**config.mk**
```make
export PLATFORM = sky130hd
export DESIGN_NAME = evaluation_module
export DESIGN_NICKNAME = d
export VERILOG_FILES = /design/src/rtl/simon_pkg.sv /design/src/rtl/button_debouncer.sv /design/src/rtl/evaluation_module.sv
export SDC_FILE = /design/constraint.sdc
export NUM_CORES = 1
export LEC_CHECK = 0
export CAP_MARGIN = 20
export CORE_MARGIN = 2
export CORE_UTILIZATION = 45
export DETAILED_ROUTE_END_ITERATION = 12
export MAX_ROUTING_LAYER = met4
export PLACE_DENSITY_LB_ADDON = 0.08
export SYNTH_ARGS = -nofsm -noshare
export SYNTH_HDL_FRONTEND = slang
export SYNTH_SLANG_ARGS = --single-unit
```
**constraint.sdc**
```tcl
create_clock -name i_clk -period 3.4 [get_ports i_clk]
set_input_delay 0.68 -clock i_clk [delete_from_list [all_inputs] [get_ports i_clk]]
set_output_delay 0.68 -clock i_clk [all_outputs]
set_load 0.02 [all_outputs]
```
**src/rtl/simon_pkg.sv**
```systemverilog
// Shared Simon game types, result-word bit positions and speed codes.
// Used by the controller and the player-input evaluation block.
package simon_pkg;

  typedef enum logic [1:0] {
    GREEN  = 2'd0,
    YELLOW = 2'd1,
    RED    = 2'd2,
    BLUE   = 2'd3
  } color_t;

  typedef enum logic [1:0] {
    S_IDLE,
    S_WAIT_PRESS,
    S_WAIT_RELEASE,
    S_DONE
  } eval_state_t;

  localparam int VAL_DONE    = 5;
  localparam int VAL_PASS    = 4;
  localparam int VAL_TIMEOUT = 3;
  localparam int VAL_WRONG   = 2;

  localparam logic [1:0] SPEED_SLOW = 2'b00;
  localparam logic [1:0] SPEED_MED  = 2'b01;
  localparam logic [1:0] SPEED_FAST = 2'b10;

  function automatic logic is_onehot4(
    input logic [3:0] v
  );
    return (v != 4'd0) && ((v & (v - 4'd1)) == 4'd0);
  endfunction

  function automatic color_t enc4(
    input logic [3:0] v
  );
    color_t c;
    if (v[3])      c = BLUE;
    else if (v[2]) c = RED;
    else if (v[1]) c = YELLOW;
    else           c = GREEN;
    return c;
  endfunction

endpackage

```
**src/rtl/button_debouncer.sv**
```systemverilog
// Two-flop synchroniser plus stable-count filter for a button vector.
// The output moves only after the input holds one value long enough.
module button_debouncer #(
  parameter int WIDTH           = 4,
  parameter int DEBOUNCE_CYCLES = 2_000_000
) (
  input  logic             i_clk,
  input  logic             i_reset_button,
  input  logic [WIDTH-1:0] raw_button,
  output logic [WIDTH-1:0] debounced
);

  localparam int CW = $clog2(DEBOUNCE_CYCLES + 1);

  logic [WIDTH-1:0] sync1;
  logic [WIDTH-1:0] sync2;
  logic [WIDTH-1:0] cand;
  logic [CW-1:0]    cnt;
  logic [CW-1:0]    cnt_n;

  // A fresh value restarts the run length at one observation.
  always_comb begin
    cnt_n = (sync2 != cand) ? CW'(1) : cnt + CW'(1);
  end

  always_ff @(posedge i_clk or posedge i_reset_button) begin
    if (i_reset_button) begin
      sync1     <= '0;
      sync2     <= '0;
      cand      <= '0;
      cnt       <= '0;
      debounced <= '0;
    end else begin
      sync1 <= raw_button;
      sync2 <= sync1;
      cand  <= sync2;
      if (sync2 == debounced) begin
        cnt <= '0;
      end else if (cnt_n == CW'(DEBOUNCE_CYCLES)) begin
        debounced <= sync2;
        cnt       <= '0;
      end else begin
        cnt <= cnt_n;
      end
    end
  end

endmodule

```
**src/rtl/evaluation_module.sv**
```systemverilog
// Simon player-input responder: debounces buttons, echoes presses,
// checks them against the sequence and reports a done/result word.
module evaluation_module
  import simon_pkg::*;
#(
  parameter int MAX_LEN         = 32,
  parameter int DEBOUNCE_CYCLES = 2_000_000,
  parameter int TIMEOUT_BASE    = 200_000_000
) (
  input  logic                 i_clk,
  input  logic                 i_reset_button,
  input  logic                 i_enable,
  input  logic [2*MAX_LEN-1:0] i_seq,
  input  logic [5:0]           i_seq_len,
  input  logic [1:0]           i_speed,
  input  logic [3:0]           i_play_button,
  output logic [3:0]           o_led_color,
  output logic [5:0]           o_value,
  output logic [5:0]           o_step_count
);

  localparam logic [31:0] T1 = 32'(TIMEOUT_BASE);
  localparam logic [31:0] T2 = 32'(2 * TIMEOUT_BASE);
  localparam logic [31:0] T4 = 32'(4 * TIMEOUT_BASE);

  eval_state_t state;
  eval_state_t state_n;
  logic [3:0]  db;
  logic [3:0]  db_prev;
  logic [5:0]  idx;
  logic [5:0]  idx_n;
  logic [5:0]  len;
  logic [5:0]  len_n;
  logic [5:0]  len_clamp;
  logic [31:0] timer;
  logic [31:0] timer_n;
  logic [31:0] timeout_load;
  logic [3:0]  led_n;
  logic [5:0]  value_n;
  logic [5:0]  count_n;
  logic        press_evt;
  color_t      press_c;
  logic [1:0]  exp_c;

  button_debouncer #(
    .WIDTH           (4),
    .DEBOUNCE_CYCLES (DEBOUNCE_CYCLES)
  ) u_debouncer (
    .i_clk          (i_clk),
    .i_reset_button (i_reset_button),
    .raw_button     (i_play_button),
    .debounced      (db)
  );

  // Only a clean 0000 -> single-button step counts as a press.
  assign press_evt = (db_prev == 4'd0) && is_onehot4(db);
  assign press_c   = enc4(db);
  assign len_clamp = (i_seq_len > 6'(MAX_LEN)) ? 6'(MAX_LEN) : i_seq_len;

  always_comb begin
    exp_c = 2'd0;
    for (int k = 0; k < MAX_LEN; k++) begin
      if (idx == 6'(k)) exp_c = i_seq[2*k +: 2];
    end
  end

  always_comb begin
    case (i_speed)
      SPEED_SLOW: timeout_load = T4;
      SPEED_MED:  timeout_load = T2;
      default:    timeout_load = T1;
    endcase
  end

  always_comb begin
    state_n = state;
    idx_n   = idx;
    len_n   = len;
    timer_n = timer;
    led_n   = o_led_color;
    value_n = o_value;
    count_n = o_step_count;
    if (!i_enable) begin
      state_n = S_IDLE;
      idx_n   = '0;
      led_n   = '0;
      value_n = '0;
      count_n = '0;
    end else begin
      unique case (state)
        S_IDLE: begin
          idx_n   = '0;
          led_n   = '0;
          value_n = '0;
          count_n = '0;
          len_n   = len_clamp;
          if (len_clamp == 6'd0) begin
            state_n            = S_DONE;
            value_n[VAL_DONE]  = 1'b1;
            value_n[VAL_PASS]  = 1'b1;
          end else begin
            state_n = S_WAIT_PRESS;
            timer_n = timeout_load;
          end
        end
        S_WAIT_PRESS: begin
          if (timer != 32'd0) timer_n = timer - 32'd1;
          // A press in the expiry cycle still wins.
          if (press_evt) begin
            value_n[1:0] = press_c;
            if (press_c != exp_c) begin
              state_n            = S_DONE;
              value_n[VAL_DONE]  = 1'b1;
              value_n[VAL_WRONG] = 1'b1;
            end else begin
              led_n   = 4'b0001 << press_c;
              state_n = S_WAIT_RELEASE;
            end
          end else if (timer <= 32'd1) begin
            state_n              = S_DONE;
            value_n[VAL_DONE]    = 1'b1;
            value_n[VAL_TIMEOUT] = 1'b1;
          end
        end
        S_WAIT_RELEASE: begin
          if (db == 4'd0) begin
            led_n   = '0;
            idx_n   = idx + 6'd1;
            count_n = o_step_count + 6'd1;
            if (idx + 6'd1 == len) begin
              state_n           = S_DONE;
              value_n[VAL_DONE] = 1'b1;
              value_n[VAL_PASS] = 1'b1;
            end else begin
              state_n = S_WAIT_PRESS;
              timer_n = timeout_load;
            end
          end
        end
        S_DONE: begin
        end
      endcase
    end
  end

  always_ff @(posedge i_clk or posedge i_reset_button) begin
    if (i_reset_button) begin
      state        <= S_IDLE;
      db_prev      <= '0;
      idx          <= '0;
      len          <= '0;
      timer        <= '0;
      o_led_color  <= '0;
      o_value      <= '0;
      o_step_count <= '0;
    end else begin
      state        <= state_n;
      db_prev      <= db;
      idx          <= idx_n;
      len          <= len_n;
      timer        <= timer_n;
      o_led_color  <= led_n;
      o_value      <= value_n;
      o_step_count <= count_n;
    end
  end

endmodule

```
Word-level counts from Yosys, hierarchy flattened
Index checks and enable logic that the tools add are counted.
{"block": "classes", "addsub": 5, "multipliers": 0, "n_div": 0, "n_lt_le_gt_ge": 2, "eq_ne": 55, "shifts": 1, "muxes": 76, "bitwise_logic": 2, "reduce_logical": 23}
{"op": "two-way mux 32 bit", "n": 4}
{"op": "equality test 6 x 5 -> 1 bit, second input constant", "n": 16}
{"op": "case mux 32 bit (3 select lines)", "n": 1}
{"op": "two-way mux 2 bit", "n": 43}
{"op": "two-way mux 21 bit", "n": 3}
{"op": "case mux 30 bit (2 select lines)", "n": 1}
{"op": "equality test 6 x 4 -> 1 bit, second input constant", "n": 8}
{"op": "two-way mux 6 bit", "n": 6}
{"op": "less-or-equal comparator 32 x 1 -> 1 bit, second input constant", "n": 1}
{"op": "nonzero test 32 bit", "n": 1}
{"op": "subtractor 32 x 1 -> 32 bit, second input constant", "n": 1}
{"op": "equality test 6 x 3 -> 1 bit, second input constant", "n": 4}
{"op": "case mux 6 bit (2 select lines)", "n": 2}
{"op": "adder 21 x 1 -> 21 bit, second input constant", "n": 1}
{"op": "equality test 21 bit, second input constant", "n": 1}
{"op": "inequality test 3 bit, second input constant", "n": 7}
{"op": "two-way mux 4 bit", "n": 4}
{"op": "adder 6 x 1 -> 6 bit, second input constant", "n": 2}
{"op": "equality test 6 x 2 -> 1 bit, second input constant", "n": 2}
{"op": "logical NOT 4 bit", "n": 3}
{"op": "logical NOT 6 bit", "n": 2}
{"op": "case mux 4 bit (3 select lines)", "n": 1}
{"op": "AND reduction 3 bit", "n": 4}
{"op": "inequality test 2 bit, second input constant", "n": 4}
{"op": "other kinds (29)", "n": 42}
{"block": "word_totals", "reg_bits": 103, "latchBits": 0, "ramBits": 0, "romBits": 0, "inputBits": 79, "out_inout_bits": 16, "wordCells": 181, "mem_count": 0}

Depth between registers and ports, before layout
{"block": "depth", "word_depth": 38, "mapped_depth": 13}

Modules after synthesis
A second synthesis with hierarchy kept.
{"block": "hier_totals", "cells_unflattened": 771, "area_unflattened_um2": 6757.7}
{"module": "evaluation_module", "instances": 1, "cells_each": 592, "area_per_inst_um2": 4888.4, "seq_area_each_um2": 1651.6}
{"module": "button_debouncer", "instances": 1, "cells_each": 179, "area_per_inst_um2": 1869.3, "seq_area_each_um2": 925.9}

Worst setup path before layout
OpenSTA, ideal clock, no wires.
{"block": "synth_timing", "kind": "register to register", "start": "register idx[0]", "end": "register o_led_color[1]", "arrival_ns": 2.793, "t_required_ns": 3.331, "slack_ns": 0.538, "stages_incl_launch_ff": 14, "path_cell_list": "dfrtp_1 -> inv_1 -> ha_1 -> buf_2 -> buf_2 -> a22oi_1 -> a21oi_1 -> a21oi_1 -> nor2_1 -> or4_1 -> o221ai_1 -> o21ai_2 -> or4_1 -> nand3_1"}
{"block": "synth_via", "elab_chain_cells": 36}
{"item": "from (decl)", "line": "evaluation_module.sv:30", "rtl": "logic [5:0] idx;"}
{"item": "from (signal assigned)", "line": "evaluation_module.sv:159", "rtl": "idx <= idx_n;"}
{"item": "logical NOT 6 bit", "line": "evaluation_module.sv:63", "rtl": "if (idx == 6'(k)) exp_c = i_seq[2*k +: 2];"}
{"item": "two-way mux 2 bit (31 in series)", "line": "evaluation_module.sv:63"}
{"item": "two-way mux 2 bit (*)", "line": "evaluation_module.sv:63"}
{"item": "inequality test 2 bit (*)", "line": "evaluation_module.sv:111", "rtl": "if (press_c != exp_c) begin"}
{"item": "inequality test 3 bit (no line) (*)"}
{"item": "AND reduction 4 bit (no line) (*)"}
{"item": "to (signal assigned)", "line": "evaluation_module.sv:162", "rtl": "o_led_color <= led_n;"}
{"item": "to (decl)", "line": "evaluation_module.sv:17", "rtl": "output logic [3:0] o_led_color,"}
Mark *: on every way between the ends. The rest lies on a longest branch, timed or not.
A chain may end at the register's enable or synchronous reset.

Worst setup path in the final report
{"block": "layout_timing", "start": "register idx[1]", "end": "register o_led_color[3]"}
The elaborated chain is that of the path after synthesis.

==> impl_metrics.json <==
{
  "status": "complete, no violations",
  "place_area_mm2": 0.00797,
  "netlist_instances": 790,
  "cts-resized-gates": 0,
  "r2r_start": "idx[1]",
  "drv_cap": 0,
  "dieArea_mm2": 0.0160,
  "rrSetupSlack_ns": 0.28,
  "finalClockSkew_ns": 0.0118,
  "ys_ff_latch": 103,
  "arrival_ns": 3.36,
  "clk_pin_slew_ns": 0.07,
  "io_pins": 95,
  "fin_crit_ns": 3.12,
  "area_growth_pct": 22.5,
  "num_rows": 44,
  "synth_cell_type_count": 84,
  "die_y_um": 127,
  "min_path_type": "reg -> reg",
  "cts_sinks": 103,
  "drtPass1Iterations": 5,
  "setup_violations": 0,
  "syn_nets": 881,
  "synth_xor_area_share_pct": 4.66,
  "synthSimpleGateAreaFrac_pct": 26.1,
  "cts_buffers": 9,
  "place_hpwl_mm": 13.4,
  "die_w_um": 127,
  "n_antenna_cell": 0,
  "synthAdderAreaFrac_pct": 2.22,
  "hold_viol_final": 0,
  "endpoint_kind": "flop",
  "ctsRootBufferMaster": "clkbuf_16",
  "gp_congestion": 0.910,
  "synth_top_family_by_area": "simple AND/OR/NAND/NOR gates",
  "slew_violations": 0,
  "worstPathRequired_ns": 3.64,
  "crit_path_start": "idx[1]",
  "fillers": 1333,
  "fmax_mhz": 320,
  "ctsHoldBuffers": 0,
  "cts_tree": "yes",
  "finalPower_mw": 4.01,
  "setup_ws_ns": 0.275,
  "ant_nets": 0,
  "design_area_mm2": 0.00828,
  "synth_edf_count": 0,
  "synth_mux_area_share_pct": 2.04,
  "critPathKind": "reg -> reg",
  "endpoint": "o_led_color[3]",
  "grt_max_degree": 50,
  "port_buffers": 94,
  "slew_headroom_pct": 29.6,
  "finalNetCount": 969,
  "initial_core_util_pct": 46.3,
  "antenna_found_initial": 0,
  "finalCritPeriodShare_pct": 91.9,
  "synth.top_cell.area_share_pct": 38.1,
  "route.detailed.drc": 0,
  "grt_pass1_wl_mm": 30.9,
  "grt_pass1_vias": 6310,
  "power_density_mw_per_mm2": 484,
  "synth_flop_cell": "dfrtp_1",
  "grt_usage_pct": 23.9,
  "synth_compound_area_share_pct": 22.3,
  "leakagePower_nw": 3.27,
  "vias_per_cell": 5.94,
  "dpl_worst_slack_ns": 0.0405,
  "routedWlPerCell_um": 17.2,
  "routed_wl_mm": 18.4,
  "cts_setup_buffers": 0,
  "htree_levels": 3,
  "synth.area.top_cells": "dfrtp_1, o21ai_0, nand2_1, nor2_1, xnor2_1",
  "reg2reg_depth": 11,
  "synth_area_per_cell_um2": 8.56,
  "yosysTopAreaCell": "dfrtp_1",
  "tightest_slew_ns": 1.05,
  "cts_buffer_depth": 2,
  "synth_warnings": 0,
  "overflow": 0,
  "synthTopCellsByCount": "dfrtp_1, nand2_1, nor2_1",
  "yosysMostFrequentCell": "dfrtp_1",
  "seq_area_frac_synth_pct": 38.1,
  "max-vdd-ir-drop_v": 0.000465,
  "coreArea_mm2": 0.0146,
  "insertion_delay_ns": 0.35,
  "dr.first_iter.drc_count": 466,
  "num_vias": 6340,
  "ys_async_sr_fraction_pct": 100,
  "cp-start-kind": "flop",
  "drive_above_1_share_pct": 9.17,
  "r2r_end": "o_led_color[3]",
  "crit_fanout": 15,
  "netlist_area_mm2": 0.00676
}
-- kinds of logic after synthesis --
logic type / after synthesis
buffers and inverters: 69
flip-flops: 103
XOR/XNOR: 36
AND/OR/NAND/NOR: 333
adder cells (fa/ha/maj): 12
multiplexers: 13
AO/OA/AOI/OAI: 224
-- how the worst min path moves through the flow --
stage / startpoint / end / slack [ns] / cells past startpoint
after floorplan: u_debouncer.sync1[0] / u_debouncer.sync2[0] / 0.33 / 0
after global placement: u_debouncer.sync1[2] / u_debouncer.sync2[2] / 0.34 / 0
after detailed placement: u_debouncer.sync1[1] / u_debouncer.sync2[1] / 0.34 / 0
after global routing: u_debouncer.sync1[1] / u_debouncer.sync2[1] / 0.37 / 0
final: u_debouncer.sync1[1] / u_debouncer.sync2[1] / 0.35 / 0
after CTS: u_debouncer.sync1[1] / u_debouncer.sync2[1] / 0.36 / 0
-- layer usage --
| metal | share of wire [%] | GRT usage [%] | vias to the layer above |
|---|---|---|---|
| li1 | - | - | 3066 |
| met1 | 45 | 30.4 | 3059 |
| met2 | 48 | 39.0 | 183 |
| met3 | 5.0 | 4.05 | 32 |
| met4 | 2.1 | 7.56 | 0 |
| met5 | 0 | - | - |
-- sequential cells by signal, indices dropped and copies added (netlist names) --
register and cells:
o_led_color 4, u_debouncer.sync1 4, u_debouncer.cnt 21, u_debouncer.debounced 4, db_prev 4, timer 32
u_debouncer.sync2 4, o_step_count 6, state 2, idx 6, o_value 6, u_debouncer.cand 4
len 6
-- layout by cell type (no fill, tap or decap), types with 6 or more instances in the layout --
cell             Yosys  layout
nand2b_1            19      19
mux2i_1              7       7
inv_1               21      20
a21boi_0             6       6
o22a_1               6       6
o21a_1               6       6
a31oi_1             14      14
and3_1              12      12
clkdlybuf4s50_1      0      94
dfrtp_1            103     102
mux2_2               6       6
nor4_1               8       8
xnor2_1             25      25
nand2_1             79      79
o31ai_1             13      13
nand3_1             28      28
a211oi_1             7       7
o22ai_1              7       7
nor3_1              31      31
or3_1                8       8
buf_4                4      27
xor2_1              11      11
a22oi_1             10      10
o21ai_0             62      62
clkbuf_16            0       9
nor2b_1             21      21
nor2_1              71      71
and2_1               6       6
a21oi_1             38      38
nand4_1              7       7
ha_1                12      10
-- where the power goes --
part	switching (mW)	leakage [nW]	internal, mW
Clock	0.477	0.144	0.546
Sequential	0.183	1.33	1.41
Combinational	0.838	1.80	0.557
Total	1.50	3.27	2.51
-- per-stage QoR --
| stage | utilization [%] | setup TNS (ns) | std cells | hold slack, ns |
|---|---|---|---|---|
| finish | 56.7 | 0 | 1067 | 0.354 |
| global route | 56.7 | -0.00606 | 1067 | 0.365 |
| CTS | 56.6 | 0 | 1067 | 0.358 |
| detailed placement | 54.6 | 0 | 1051 | 0.342 |
| global placement | 54.6 | 0 | 1051 | 0.338 |
| floorplan | - | 0 | 790 | 0.331 |
-- worst max-delay path: stages (launching register included) --
cell	delay (ns)
dfrtp_2	0.42
inv_1	0.08
ha_2	0.27
nor2b_1	0.20
a221oi_1	0.31
a2bb2oi_1	0.26
a21boi_0	0.23
a21oi_1	0.11
o311a_1	0.37
o21ai_2	0.41
mux2i_1	0.27
nand2_1	0.07
-- final cells by class --
class / instances / area [µm²] / share of cell area (%)
well taps: 184 / 230 / 2.78
clock buffers: 12 / 256 / 3.10
clock inverters: 4 / 35.0 / 0.423
inverters: 23 / 88.8 / 1.07
multi-input cells: 618 / 3910 / 47.2
flip-flops and latches: 103 / 2580 / 31.1
repair buffers: 123 / 1180 / 14.3
Note: power is estimated with default switching activity, not from simulation.
